## config.mk

```make
export PLATFORM = sky130hd
export DESIGN_NAME = sdram_port_arbiter
export DESIGN_NICKNAME = d
export VERILOG_FILES = /design/src/rtl/arb_pkg.sv /design/src/rtl/arb_timeout_ctr.sv /design/src/rtl/sdram_port_arbiter.sv
export SDC_FILE = /design/constraint.sdc
export NUM_CORES = 1
export LEC_CHECK = 0
export ABC_AREA = 1
export BUFFER_PORTS_ARGS = -buffer_cell sky130_fd_sc_hd__buf_2
export CORE_MARGIN = 2
export CORE_UTILIZATION = 24
export CTS_BUF_LIST = sky130_fd_sc_hd__clkbuf_16
export DETAILED_ROUTE_END_ITERATION = 10
export GPL_TIMING_DRIVEN = 0
export SYNTH_ARGS = -nofsm -noshare
export SYNTH_HDL_FRONTEND = slang
export SYNTH_SLANG_ARGS = --single-unit
```

## constraint.sdc

```tcl
create_clock -name clk_sys -period 2.6 [get_ports clk_sys]
set_input_delay 0.13 -clock clk_sys [delete_from_list [all_inputs] [get_ports clk_sys]]
set_output_delay 0.13 -clock clk_sys [all_outputs]
set_load 0.05 [all_outputs]
```

## src/rtl/arb_pkg.sv

```systemverilog
// Shared types for the SDRAM port arbiter: FSM state encoding and SDRAM address width.
package arb_pkg;

  localparam int SD_AW = 25;

  typedef enum logic [2:0] {
    IDLE,
    WR,
    WR_WAIT,
    RD,
    RD_WAIT
  } arb_state_t;

endpackage

```

## src/rtl/arb_timeout_ctr.sv

```systemverilog
// Counts cycles spent waiting for an SDRAM completion; flags the TIMEOUT-th waiting cycle.
module arb_timeout_ctr #(
  parameter int TIMEOUT = 64
) (
  input  logic clk_sys,
  input  logic reset,
  input  logic clr,
  input  logic en,
  output logic expired
);

  localparam int CW = $clog2(TIMEOUT + 1);

  logic [CW-1:0] cnt;

  always_ff @(posedge clk_sys) begin
    if (reset || clr) begin
      cnt <= '0;
    end else if (en && !expired) begin
      cnt <= cnt + 1'b1;
    end
  end

  assign expired = en && (cnt == CW'(TIMEOUT - 1));

endmodule

```

## src/rtl/sdram_port_arbiter.sv

```systemverilog
// Shares the SDRAM byte port between ROM download writes and gfx reads, with a
// one-byte write buffer, a one-entry read cache and a command watchdog.
module sdram_port_arbiter
  import arb_pkg::*;
#(
  parameter logic [7:0] ROM_INDEX = 8'd0,
  parameter int         GFX_AW    = 19,
  parameter int         TIMEOUT   = 64
) (
  input  logic              clk_sys,
  input  logic              reset,
  input  logic              ioctl_download,
  input  logic              ioctl_wr,
  input  logic [7:0]        ioctl_index,
  input  logic [SD_AW-1:0]  ioctl_addr,
  input  logic [7:0]        ioctl_dout,
  output logic              ioctl_wait,
  input  logic [GFX_AW-1:0] gfx_addr,
  input  logic              gfx_read,
  output logic [7:0]        gfx_data,
  output logic              gfx_valid,
  output logic [SD_AW-1:0]  sd_addr,
  output logic [7:0]        sd_din,
  output logic              sd_we,
  output logic              sd_rd,
  input  logic [7:0]        sd_dout,
  input  logic              sd_ready,
  output logic              sd_timeout
);

  arb_state_t state, state_nx;

  logic              buf_full;
  logic [SD_AW-1:0]  buf_addr;
  logic [7:0]        buf_data;
  logic              rd_pend;
  logic [GFX_AW-1:0] rd_addr;
  logic              tag_vld;
  logic [GFX_AW-1:0] tag;

  logic wr_acc, rd_acc, cap_hit, pend_hit;
  logic issue_wr, issue_rd, wr_done, rd_done, expired, abort;

  assign wr_acc = ioctl_wr && ioctl_download && (ioctl_index == ROM_INDEX) && !buf_full;
  // A read arriving with an accepted write is kept; otherwise downloads mute the gfx side.
  assign rd_acc = gfx_read && (!ioctl_download || wr_acc);

  assign wr_done = (state == WR_WAIT) && sd_ready;
  assign rd_done = (state == RD_WAIT) && sd_ready;
  assign abort   = expired && !sd_ready;

  // No hit while a fill is landing: the tag and gfx_data are about to change.
  assign cap_hit  = rd_acc && tag_vld && (gfx_addr == tag) && !wr_acc && !rd_done;
  assign pend_hit = (state == IDLE) && rd_pend && !buf_full && !rd_acc
                    && tag_vld && (rd_addr == tag);

  assign issue_wr = (state == IDLE) && buf_full;
  assign issue_rd = (state == IDLE) && !buf_full && rd_pend && !pend_hit && !rd_acc;

  always_comb begin
    state_nx = state;
    unique case (state)
      IDLE: begin
        if (issue_wr)      state_nx = WR;
        else if (issue_rd) state_nx = RD;
      end
      WR:      state_nx = WR_WAIT;
      RD:      state_nx = RD_WAIT;
      WR_WAIT: if (sd_ready || expired) state_nx = IDLE;
      RD_WAIT: if (sd_ready || expired) state_nx = IDLE;
      default: state_nx = IDLE;
    endcase
  end

  assign sd_we      = (state == WR);
  assign sd_rd      = (state == RD);
  assign ioctl_wait = buf_full;

  arb_timeout_ctr #(
    .TIMEOUT(TIMEOUT)
  ) u_timeout (
    .clk_sys (clk_sys),
    .reset   (reset),
    .clr     (sd_we || sd_rd),
    .en      ((state == WR_WAIT) || (state == RD_WAIT)),
    .expired (expired)
  );

  always_ff @(posedge clk_sys) begin
    if (reset) begin
      state      <= IDLE;
      buf_full   <= 1'b0;
      buf_addr   <= '0;
      buf_data   <= '0;
      rd_pend    <= 1'b0;
      rd_addr    <= '0;
      tag_vld    <= 1'b0;
      tag        <= '0;
      sd_addr    <= '0;
      sd_din     <= '0;
      gfx_data   <= 8'h00;
      gfx_valid  <= 1'b0;
      sd_timeout <= 1'b0;
    end else begin
      state <= state_nx;

      if (wr_acc) begin
        buf_full <= 1'b1;
        buf_addr <= ioctl_addr;
        buf_data <= ioctl_dout;
      end else if (wr_done || ((state == WR_WAIT) && abort)) begin
        buf_full <= 1'b0;
      end

      if (rd_acc) begin
        rd_pend <= !cap_hit;
        rd_addr <= gfx_addr;
      end else if (pend_hit || issue_rd) begin
        rd_pend <= 1'b0;
      end

      if (issue_wr) begin
        sd_addr <= buf_addr;
        sd_din  <= buf_data;
      end else if (issue_rd) begin
        sd_addr <= {{(SD_AW - GFX_AW){1'b0}}, rd_addr};
      end

      // A fill that completes behind a buffered write may already be stale.
      if (wr_acc) begin
        tag_vld <= 1'b0;
      end else if (rd_done && !buf_full) begin
        tag_vld <= 1'b1;
        tag     <= sd_addr[GFX_AW-1:0];
      end

      gfx_valid <= rd_done || cap_hit || pend_hit;
      if (rd_done) gfx_data <= sd_dout;

      if (abort) sd_timeout <= 1'b1;
    end
  end

endmodule

```

* Word-level counts from Yosys, hierarchy flattened
Cells that the tools add are included.
Operators by class: add/sub/neg operators 1, equality and inequality tests 9, muxes and demuxes 10, bitwise operators 1, reduce and logical (&&, ||, !) cells 52
Operators with widths (number):
- 25-bit two-way mux | 2
- 19-bit == test | 2
- 1-bit logical AND | 25
- 3-bit case mux with 4 select lines | 1
- 1-bit logical NOT | 9
- 1-bit logical OR | 9
- 3-bit two-way mux | 3
- 8-bit logical NOT | 1
- 7-bit by 1-bit adder with 7-bit output, second input constant | 1
- 7-bit by 6-bit == test with 1-bit output, second input constant | 1
- 3-bit by 2-bit == test with 1-bit output, second input constant | 2
- 2-bit nonzero test | 3
- 1-bit two-way mux | 4
- 2-bit AND reduction | 2
- 2-bit OR reduction | 2
- 3-bit by 1-bit == test with 1-bit output, second input constant | 1
- 3-bit == test, second input constant | 1
- 3-bit logical NOT | 1
- 3-bit != test, second input constant | 1
- 2-bit by 1-bit != test with 1-bit output, second input constant | 1
- 1-bit NOT | 1
Storage, ports and cells: bits in registers 127, input bits 74, output and inout port bits 46

* Longest topological paths before layout
depth in word-level cells 15, gate-level depth with buffers 13

* Cells and area by module
From an unflattened synthesis, not the netlist that was laid out.
Second synthesis, totals: cell total of the unflattened synthesis 777, area total of the unflattened synthesis 5455.2 um2
By module, submodules not included:
- sdram_port_arbiter | times used 1, cells each 722, area each 5086.1 um2, sequential area each 2402.3 um2
- arb_timeout_ctr | times used 1, cells each 55, area each 369.1 um2, sequential area each 140.1 um2

* Worst setup path after synthesis
OpenSTA, ideal clock, no wires.
path type reg-to-reg, start point reg buf_full (netlist: ioctl_wait), end point reg tag[17], setup time 120 ps, data arrival time 1666 ps, setup slack 814 ps, cell stages (with the launch flop) 11, path buffers 1, period minus slack after synthesis 1786 ps, cells stage by stage dfxtp_1 inv_2 nand2_1 nor2_2 nand3_4 clkinv_2 nor2_2 inv_2 buf_2 o21ai_0 a21oi_1
On the way: word-level cells in the longest chain between the ends 4, elaborated cells between the ends (all ways) 5
RTL lines:
- start: declaration | line sdram_port_arbiter.sv:33 | logic buf_full;
- start signal: assignment | line sdram_port_arbiter.sv:92 | buf_full <= 1'b0;
- start signal: assignment | line sdram_port_arbiter.sv:108 | buf_full <= 1'b1;
- start signal: assignment | line sdram_port_arbiter.sv:112 | buf_full <= 1'b0;
- 1-bit logical NOT (*) | line sdram_port_arbiter.sv:44, sdram_port_arbiter.sv:132
- 1-bit logical AND | line sdram_port_arbiter.sv:44 | assign wr_acc = ioctl_wr && ioctl_download && (ioctl_index == ROM_INDEX) && !buf_full;
- 1-bit NOT (no source line)
- 2-bit AND reduction (no source line) (*)
- end signal: assignment | line sdram_port_arbiter.sv:134 | tag <= sd_addr[GFX_AW-1:0];
- end: declaration | line sdram_port_arbiter.sv:39 | logic [GFX_AW-1:0] tag;
Every way passes the cells marked *; elsewhere a longest branch is shown, timed or not. A chain may end at the register's enable or synchronous reset.

* Worst setup path after layout
start point reg state[1], end point reg tag[15]
On the way: word-level cells in the longest chain between the ends 4
RTL lines:
- start: declaration | line sdram_port_arbiter.sv:31 | arb_state_t state, state_nx;
- start signal: assignment | line sdram_port_arbiter.sv:105 | state <= state_nx;
- 3-bit == test | line sdram_port_arbiter.sv:49 | assign rd_done = (state == RD_WAIT) && sd_ready;
- 1-bit logical AND | line sdram_port_arbiter.sv:49
- 1-bit logical AND | line sdram_port_arbiter.sv:132 | end else if (rd_done && !buf_full) begin
- 2-bit AND reduction (no source line)
Every way passes these cells.

==> reports/results.ini <==
[floorplanning]
start_util_pct = 24.6
core_area_mm2 = 0.0220
die-area_mm2 = 0.0237
rows = 54
die_h_um = 154
die_w_um = 154
pin_count = 120

[critical_path]
rr_startpoint = state[1]$_SDFFE_PP0P_
r2r_slack_ns = 0.59
r2r-end = tag[15]$_SDFFE_PP0P_
startpoint_type = register
crit_required_ns = 2.90
worstPathArrival_ns = 2.31
worst_setup_path_end_kind = register
reg2reg_depth = 11
crit_type = reg2reg
critPathMaxFanout = 10

[clock_network]
cts_sinks = 127
clk_path_buf_depth = 2
cts_buffers = 17
cts_resized = 0
clk_latency_ns = 0.42
clkTransAtPathRegs_ns = 0.05
cts_tree = yes
htreeDepth = 4
cts_root_buffer = clkbuf_16

[worst_hold_path]
min_path_type = in2reg
hold_depth = 3
holdPathEnd = rd_addr[15]$_SDFFE_PP0P_
hp-start = gfx_addr[15]

[place]
gp_congestion = 0.896
dp_hpwl_um = 13300
placed_cells_incl_taps = 1170
numPortBuffers = 119

[timing]
fin_worst_skew_ns = 0.00739
relSlewSlack_pct = 59.8
finalSetupViolCount = 0
finalCritPeriodShare_pct = 77.5
post-route-min-period_ns = 2.01
hold_viol = 0
hold_slack_ns = 0.00412
timing.fmax_mhz = 496
worst_pin_slew_ns = 0.603
slew_violations = 0
fin_setup_tns_ns = 0
rsz0062_at_grt = no

[yosys]
synth_edf_count = 0
ys_ff_latch = 127
synthAdderAreaFrac_pct = 0.232
synth_mux_area_share_pct = 0
synthSimpleGateAreaFrac_pct = 24.8
async_reset_ff_share_pct = 0
synth_top_flop_cell = dfxtp_1
synth.distinct_cells = 31
synth_compound_area_share_pct = 18.3
avgSynthCellArea_um2 = 7.01
synth_seq_area_share_pct = 47.0
syn-cell-area_mm2 = 0.00540
syn-num-nets = 846
synth_top_family_by_area = simple AND/OR/NAND/NOR gates
yosysWarnings = 0
synthCells = 771
synth_xor_area_share_pct = 1.30

[pwr]
p_leak_nw = 3.29
powerDensity_mw_per_mm2 = 733
ir_worst_vdd_v = 0.000449
fin_total_pwr_mw = 5.33

[detailed_routing]
wl_per_cell_um = 14.3
vias = 5442
route.detailed.drc = 0
vias_per_cell = 4.37
drt_pass1_iterations = 4
antenna_left = 0
drt_first_iter_violations = 351
drt-total-wl_um = 17800

[job]
maxCapViolCount = 0

[finish]
finalNonFillerCells = 1244
diodes = 0
area_delta_synth_final_pct = 34.7
final_core_util_pct = 33.1
final_layout_size_suffix_gt1_share_pct = 17.3
fill_cells = 2382
nets = 1030

[global_routing]
antenna_found_initial = 0
grt_pass1_wl_um = 28100
grt_max_degree = 17
track_usage_pct = 15.3
first_global_vias = 5143
grt_overflow_total = 0

[outcome]
outcome = complete, no violations

==> cell type report <==
type                       count  area (um2)  share of cell area, %
buffer                        35         181                   2.49
inverter                      71         268                   3.68
timing repair buffer         165        1060                   14.5
multi-input combinational    538        2410                   33.1
clock inverter                11        42.5                  0.584
tap                          280         350                   4.81
clock buffer                  17         425                   5.84
sequential                   127        2540                   34.9
==> per-stage QoR <==
step,area [um2],setup slack [ns]
2_1_floorplan,5400,0.814
3_3_place_gp,6350,0.616
3_5_place_dp,6350,0.644
4_1_cts,7280,0.630
5_1_grt,7280,0.391
6_report,7280,0.585
==> critical path, stage by stage, from the launching register on <==
cell and delay (ns):
dfxtp_1 0.34, nor2_1 0.09, nand2_1 0.10, nor2_4 0.23
inv_2 0.15, nor2_1 0.12, inv_1 0.07, nor2_2 0.19
inv_2 0.12, buf_2 0.21, o21ai_0 0.21, a21oi_1 0.06
==> logic make-up after synthesis <==
logic type               Yosys count
buffers and inverters            106
AO/OA/AOI/OAI                    190
AND/OR/NAND/NOR                  339
XOR/XNOR                           8
flip-flops                       127
adder cells (fa/ha/maj)            1
==> registers in the layout (all words and copies together), names as in the netlist <==
signal,cells
buf_addr,25
sd_addr,25
rd_addr,19
tag,19
buf_data,8
gfx_data,8
sd_din,8
u_timeout.cnt,7
state,3
gfx_valid,1
ioctl_wait,1
rd_pend,1
sd_timeout,1
tag_vld,1
==> worst max-delay path by stage <==
stage / endpoint / from / cells past startpoint
5_1_grt: tag[8]$_SDFFE_PP0P_ / state[1]$_SDFFE_PP0P_ / 11
3_3_place_gp: tag[12]$_SDFFE_PP0P_ / state[1]$_SDFFE_PP0P_ / 11
6_report: tag[15]$_SDFFE_PP0P_ / state[1]$_SDFFE_PP0P_ / 11
4_1_cts: tag[15]$_SDFFE_PP0P_ / state[1]$_SDFFE_PP0P_ / 11
3_5_place_dp: tag[15]$_SDFFE_PP0P_ / state[1]$_SDFFE_PP0P_ / 11
2_1_floorplan: tag[17]$_SDFFE_PP0P_ / ioctl_wait$_SDFFE_PP0P_ / 10
==> placed cells by master, fill, tap and decap left out, types with 4 or more instances in the layout <==
cell	n
xnor2_1	6
buf_2	129
clkbuf_1	20
a21oi_1	52
clkinv_1	4
o21ai_0	116
o21ai_1	9
dfxtp_1	127
inv_2	4
clkbuf_16	17
nor2_1	184
nand3_1	9
nand4_1	7
inv_1	72
o22ai_1	5
nand2_1	130
dlygate4sd3_1	46
buf_6	5
==> power breakdown <==
group	internal (mW)	total, mW	switching, mW
registers	2.11	2.23	0.119
clock network	1.15	1.95	0.800
logic	0.383	1.15	0.771
total	3.64	5.33	1.69
==> synth_stat cells (2+ instances only) <==
| library cell | n | share of area [%] |
|---|---|---|
| a211oi_1 | 2 | 0.28 |
| a21oi_1 | 52 | 4.8 |
| buf_2 | 10 | 0.93 |
| buf_6 | 5 | 1.0 |
| clkbuf_1 | 20 | 1.4 |
| dfxtp_1 | 127 | 47 |
| inv_1 | 66 | 4.6 |
| inv_2 | 4 | 0.28 |
| nand2_1 | 130 | 9.0 |
| nand3_1 | 9 | 0.83 |
| nand4_1 | 7 | 0.81 |
| nor2_1 | 184 | 13 |
| nor2_2 | 2 | 0.23 |
| o21a_1 | 2 | 0.28 |
| o21ai_0 | 116 | 11 |
| o21ai_1 | 9 | 0.83 |
| o22ai_1 | 5 | 0.58 |
| or2_2 | 2 | 0.23 |
| xnor2_1 | 6 | 0.97 |
| xor2_1 | 2 | 0.32 |
==> what timing repair did <==
item,in CTS,in global routing
hold buffers,46,0
buffers inserted,0,0
endpoints found under the hold margin,46,0
==> layer usage <==
layer | up-vias | GRT usage, % | routed length, um
li1 | 2839 | - | -
met1 | 2426 | 20.4 | 8450
met2 | 156 | 24.0 | 7860
met3 | 21 | 4.17 | 1120
met4 | 0 | 4.98 | 323
met5 | - | 0 | 0
Power figures use the tool's default switching activity.
